$ cat config.mk
export PLATFORM = sky130hd
export DESIGN_NAME = ascon_permutation_engine
export DESIGN_NICKNAME = d
export VERILOG_FILES = /design/src/rtl/ascon_permutation_engine.sv
export SDC_FILE = /design/constraint.sdc
export NUM_CORES = 2
export LEC_CHECK = 0
export CORE_MARGIN = 10
export CORE_UTILIZATION = 40
export DETAILED_ROUTE_END_ITERATION = 16
export GPL_TIMING_DRIVEN = 1
export PLACE_DENSITY = 0.69
export SETUP_SLACK_MARGIN = 0.05
export SLEW_MARGIN = 0
export SYNTH_ARGS = -nofsm -noshare
export SYNTH_HDL_FRONTEND = slang
export SYNTH_SLANG_ARGS = --single-unit
$ cat constraint.sdc
create_clock -name clk -period 4.8 [get_ports clk]
set_clock_uncertainty 0.1 [all_clocks]
set_input_delay 1.44 -clock clk [delete_from_list [all_inputs] [get_ports clk]]
set_output_delay 1.44 -clock clk [all_outputs]
set_load 0.005 [all_outputs]
$ cat src/rtl/ascon_permutation_engine.sv
// Iterative Ascon permutation core (p12/p8/p6). It accepts a 320-bit state on start,
// runs ROUNDS_PER_CYCLE rounds per busy cycle, and returns the result with a one-cycle done pulse.
module ascon_permutation_engine #(
   parameter int ROUNDS_PER_CYCLE = 1
) (
   input  logic        clk,
   input  logic        rst,
   input  logic        start,
   input  logic [1:0]  rounds_sel,
   input  logic [63:0] x0_i,
   input  logic [63:0] x1_i,
   input  logic [63:0] x2_i,
   input  logic [63:0] x3_i,
   input  logic [63:0] x4_i,
   output logic        busy,
   output logic        done,
   output logic [63:0] x0_o,
   output logic [63:0] x1_o,
   output logic [63:0] x2_o,
   output logic [63:0] x3_o,
   output logic [63:0] x4_o
);

   localparam logic       ST_IDLE = 1'b0;
   localparam logic       ST_RUN  = 1'b1;
   localparam logic [3:0] RPC     = 4'(ROUNDS_PER_CYCLE);

   if (ROUNDS_PER_CYCLE != 1 && ROUNDS_PER_CYCLE != 2) begin : g_bad_rpc
      $error("ascon_permutation_engine: ROUNDS_PER_CYCLE must be 1 or 2");
   end

   function automatic logic [63:0] ror64(input logic [63:0] v, input int n);
      return (v >> n) | (v << (64 - n));
   endfunction

   // One full Ascon round on the state packed as {x0, x1, x2, x3, x4}.
   function automatic logic [319:0] ascon_round(input logic [319:0] s, input logic [3:0] r);
      logic [63:0] a0, a1, a2, a3, a4;
      logic [63:0] t0, t1, t2, t3, t4;
      a0 = s[319:256];
      a1 = s[255:192];
      a2 = s[191:128];
      a3 = s[127:64];
      a4 = s[63:0];
      a2 = a2 ^ {56'h0, 4'hf - r, r};
      a0 = a0 ^ a4;
      a4 = a4 ^ a3;
      a2 = a2 ^ a1;
      t0 = ~a0 & a1;
      t1 = ~a1 & a2;
      t2 = ~a2 & a3;
      t3 = ~a3 & a4;
      t4 = ~a4 & a0;
      a0 = a0 ^ t1;
      a1 = a1 ^ t2;
      a2 = a2 ^ t3;
      a3 = a3 ^ t4;
      a4 = a4 ^ t0;
      a1 = a1 ^ a0;
      a0 = a0 ^ a4;
      a3 = a3 ^ a2;
      a2 = ~a2;
      a0 = a0 ^ ror64(a0, 19) ^ ror64(a0, 28);
      a1 = a1 ^ ror64(a1, 61) ^ ror64(a1, 39);
      a2 = a2 ^ ror64(a2, 1)  ^ ror64(a2, 6);
      a3 = a3 ^ ror64(a3, 10) ^ ror64(a3, 17);
      a4 = a4 ^ ror64(a4, 7)  ^ ror64(a4, 41);
      return {a0, a1, a2, a3, a4};
   endfunction

   logic           state_q, state_d;
   logic [3:0]     r_q, r_d;
   logic [319:0]   s_q, s_d;
   logic           busy_q, busy_d;
   logic           done_q, done_d;
   logic [319:0]   out_q, out_d;

   logic [319:0]   rnd1_s, rnd2_s, perm_s;
   logic [3:0]     r0_s;
   logic           last_s;

   // Round datapath shared by every phase; the second round is only used when two rounds run per cycle.
   always_comb begin
      rnd1_s = ascon_round(s_q, r_q);
      rnd2_s = ascon_round(rnd1_s, r_q + 4'd1);
      perm_s = (ROUNDS_PER_CYCLE == 2) ? rnd2_s : rnd1_s;
      last_s = ((r_q + RPC) == 4'd12);
   end

   // Starting round index 12-N; the reserved selector runs the full p12.
   always_comb begin
      r0_s = 4'd0;
      case (rounds_sel)
         2'b00:   r0_s = 4'd0;
         2'b01:   r0_s = 4'd4;
         2'b10:   r0_s = 4'd6;
         default: r0_s = 4'd0;
      endcase
   end

   // Next-state logic for the IDLE/RUN controller, working state and result registers.
   always_comb begin
      state_d = state_q;
      r_d     = r_q;
      s_d     = s_q;
      busy_d  = busy_q;
      done_d  = 1'b0;
      out_d   = out_q;
      case (state_q)
         ST_IDLE: begin
            if (start) begin
               state_d = ST_RUN;
               s_d     = {x0_i, x1_i, x2_i, x3_i, x4_i};
               r_d     = r0_s;
               busy_d  = 1'b1;
            end else begin
               state_d = ST_IDLE;
            end
         end
         ST_RUN: begin
            if (last_s) begin
               state_d = ST_IDLE;
               s_d     = perm_s;
               r_d     = 4'd0;
               out_d   = perm_s;
               done_d  = 1'b1;
               busy_d  = 1'b0;
            end else begin
               s_d     = perm_s;
               r_d     = r_q + RPC;
            end
         end
         default: begin
            state_d = ST_IDLE;
            r_d     = 4'd0;
            busy_d  = 1'b0;
         end
      endcase
   end

   // State registers with synchronous reset; a reset mid-run discards the permutation.
   always_ff @(posedge clk) begin
      if (rst) begin
         state_q <= ST_IDLE;
         r_q     <= 4'd0;
         s_q     <= 320'd0;
         busy_q  <= 1'b0;
         done_q  <= 1'b0;
         out_q   <= 320'd0;
      end else begin
         state_q <= state_d;
         r_q     <= r_d;
         s_q     <= s_d;
         busy_q  <= busy_d;
         done_q  <= done_d;
         out_q   <= out_d;
      end
   end

   assign busy = busy_q;
   assign done = done_q;
   assign x0_o = out_q[319:256];
   assign x1_o = out_q[255:192];
   assign x2_o = out_q[191:128];
   assign x3_o = out_q[127:64];
   assign x4_o = out_q[63:0];

endmodule

==> metrics.md <==
| Metric | Value |
|---|---|
| Ports | 647 |
| Worst-margin pin slew | about 1400 ps |
| Worst EP arrival | just over 4000 ps |
| CP Launch Type | flop |
| Setup tns final | 0 ps |
| Hold slack | approximately 360 ps |
| Unrepaired setup endpoints after global routing | no |
| Fmax | 0.283 GHz |
| Hold Buf Count CTS | 0 |
| Period minus WS final | around 3500 ps |
| Top FF cell, synth | dfxtp_1 |
| Antenna Nets Post-Route | 0 |
| Synthesis-to-layout area growth | 27.1% |
| Syn nets | ~4600 |
| Max clock buf depth | 3 |
| Rows | approximately 110 |
| Syn Std Cell Area | 38700 µm² |
| Storage cell area | 13000 µm² |
| CP required | 5300 ps |
| Syn_area_per_cell | 9.34 µm² |
| Netlist cell types | 33 |
| Fin crit share | 73.7% |
| Multi-input gate area | 24000 µm² |
| GP Congestion | 1.07 |
| Max-Cap Viols | 0 |
| Die width | 331 µm |
| Initial DRT Pass Iterations | 6 |
| Type of the worst min-delay path | reg -> reg |
| Post-CTS sizing | 0 |
| Max-slew violations | 0 |
| Synth Warn # | 0 |
| Avg Vias per Cell | 5.75 |
| Starting density of the core | 40.2% |
| First-pass GRT wire length | 258 mm |
| H-tree depth | 3 |
| Max FO, Critical Path | 4 |
| Hold Vio Cnt, Final | 0 |
| Post-synth EDFFs | 0 |
| Antenna violations before repair | 8 |
| CTS clock-pin slew for the worst setup and hold paths | 60 ps |
| Clock tree from TritonCTS | yes |
| DR DRC count | 0 |
| Post-Syn Instances | 4143 |
| Dpl cells | 5888 |
| Worst Setup End Kind | flop |
| FF+latch count, synth | 647 |
| Slew HR | approximately 2.6% |
| Most frequent cell after synthesis | xnor2_1 |
| Post-CTS Setup Inserts | 0 |
| Die Y | 331 µm |
| Ranking of synthesized cells by area | dfxtp_1 (33%), xnor2_1 (21%), a211oi_1 (7.9%) |
| Clock Latency Late Sink | between 600 and 700 ps |
| Die area | approximately 110000 µm² |
| Area leader, netlist | dfxtp_1 |
| DR WL/cell | 31.4 µm |
| Final Net Count | around 5100 |
| Vias in the first global route | 33080 |
| Clock tree root buffer cell | clkbuf_16 |
| Fill cells | roughly 9000 |
| Worst setup path class | reg -> reg |
| Total CTS buffers | between 70 and 80 |
| Via count | 34659 |
| Top cells by count, synth | xnor2_1 (927), dfxtp_1 (647), a211oi_1 (405) |
| Ratio of cells with drive above 1 in the final layout | roughly 4.4% |
| Routed WL | ~190 mm |
| Number of DRC markers in iteration 0 | 4085 |
| Sequential area share after synthesis | 33.5% |
| Post-synth ARST share | 0% |
| Yosys top cell area share | 33.5% |
| Core ar. | 96300 µm² |
| Status | finished, final reports clean |
| Pin count of the biggest net entering global routing | 172 |
| Final HPWL DP | 153 mm |
| Gr ovfl total | 0 |
| Gr usage total | 33.0% |
| Non-Filler Instances | 6030 |
| Clk sinks | between 600 and 700 |
| Number of I/O port buffers | roughly 650 |
| # setup viols final | 0 |
-- state kept, by name (all words and copies together) (netlist names) --
name     flops
done         1
busy         1
r_q          4
out_q      320
s_q        320
state_q      1
-- cells in the final DEF, fill, tap and decap left out, types with 2 or more instances in the layout --
cell type        count
o21ai_0              2
ha_1               131
diode_2              5
clkbuf_16           79
clkdlybuf4s50_1    644
clkbuf_8            16
bufinv_16           12
buf_12              15
a22o_1             121
nand2_1            242
inv_1              186
xnor3_1              4
a21oi_1            195
o211a_1             65
a22oi_1              2
clkinv_2            14
a211oi_1           405
nor2b_1            135
clkinvlp_4           2
nor2_1             200
xor3_1              15
clkinv_4             3
mux2i_1            187
buf_8                2
dfxtp_1            646
buf_4               54
inv_6                3
xnor2_1            926
o21a_1             105
o2bb2ai_1          123
clkbuf_1             8
xor2_1             195
-- worst paths after layout --
kind	start	to	slack, ps	depth (start not counted)
setup / recovery	s_q[234]$_SDFFE_PP0P_	out_q[96]$_SDFFE_PP0P_	1260	7
hold / removal	out_q[270]$_SDFFE_PP0P_	out_q[270]$_SDFFE_PP0P_	360	1
setup reg to reg	s_q[234]$_SDFFE_PP0P_	out_q[96]$_SDFFE_PP0P_	1260	7
hold reg to reg	out_q[270]$_SDFFE_PP0P_	out_q[270]$_SDFFE_PP0P_	360	1
-- layer usage --
layer	global-route usage (%)	vias to the layer above	wire length (µm)
li1	-	15419	-
met1	41.7	16961	74600
met2	51.0	1867	83000
met3	8.16	402	19600
met4	18.9	10	12100
met5	0	-	62
-- cell type report --
type / instances / area share (%)
diodes: 5 / 0.0254
clock buffers: 103 / 4.53
clock inverters: 34 / 1.01
inverters: 188 / 1.46
multi-input cells: 3062 / 48.8
flip-flops and latches: 647 / 26.4
well taps: 1276 / 3.25
repair buffers: 715 / 14.6
-- worst max-delay path, stage by stage, from the launching register on --
cell     delay [ps]
dfxtp_1         460
inv_1           110
ha_1            290
xnor2_1         260
xnor2_1         910
xor2_1          450
xnor2_1         660
a22o_1          220
-- kinds of logic after synthesis --
logic type	after synthesis	synth area share, %
AOI/OAI and AO/OA	1019	19.7
xor gates and xnor gates	1141	26.6
adders and majority gates	131	4.24
buffers and inverters	434	4.62
DFF	647	33.5
muxes	187	4.84
and+or+nand+nor	584	6.57
-- stage by stage --
step | instance area, µm² | util [%] | setup WS, ps
2_1_floorplan | 38700 | - | 1710
3_3_place_gp | 46400 | 48.2 | 1090
3_5_place_dp | 46400 | 48.2 | 1430
4_1_cts | 49200 | 51.1 | 1360
5_1_grt | 49200 | 51.1 | 1240
6_report | 49200 | 51.1 | 1260
Power is left out: the tool's default activity adds up to more than one toggle a clock period on the data nets, which glitch-free logic cannot reach.
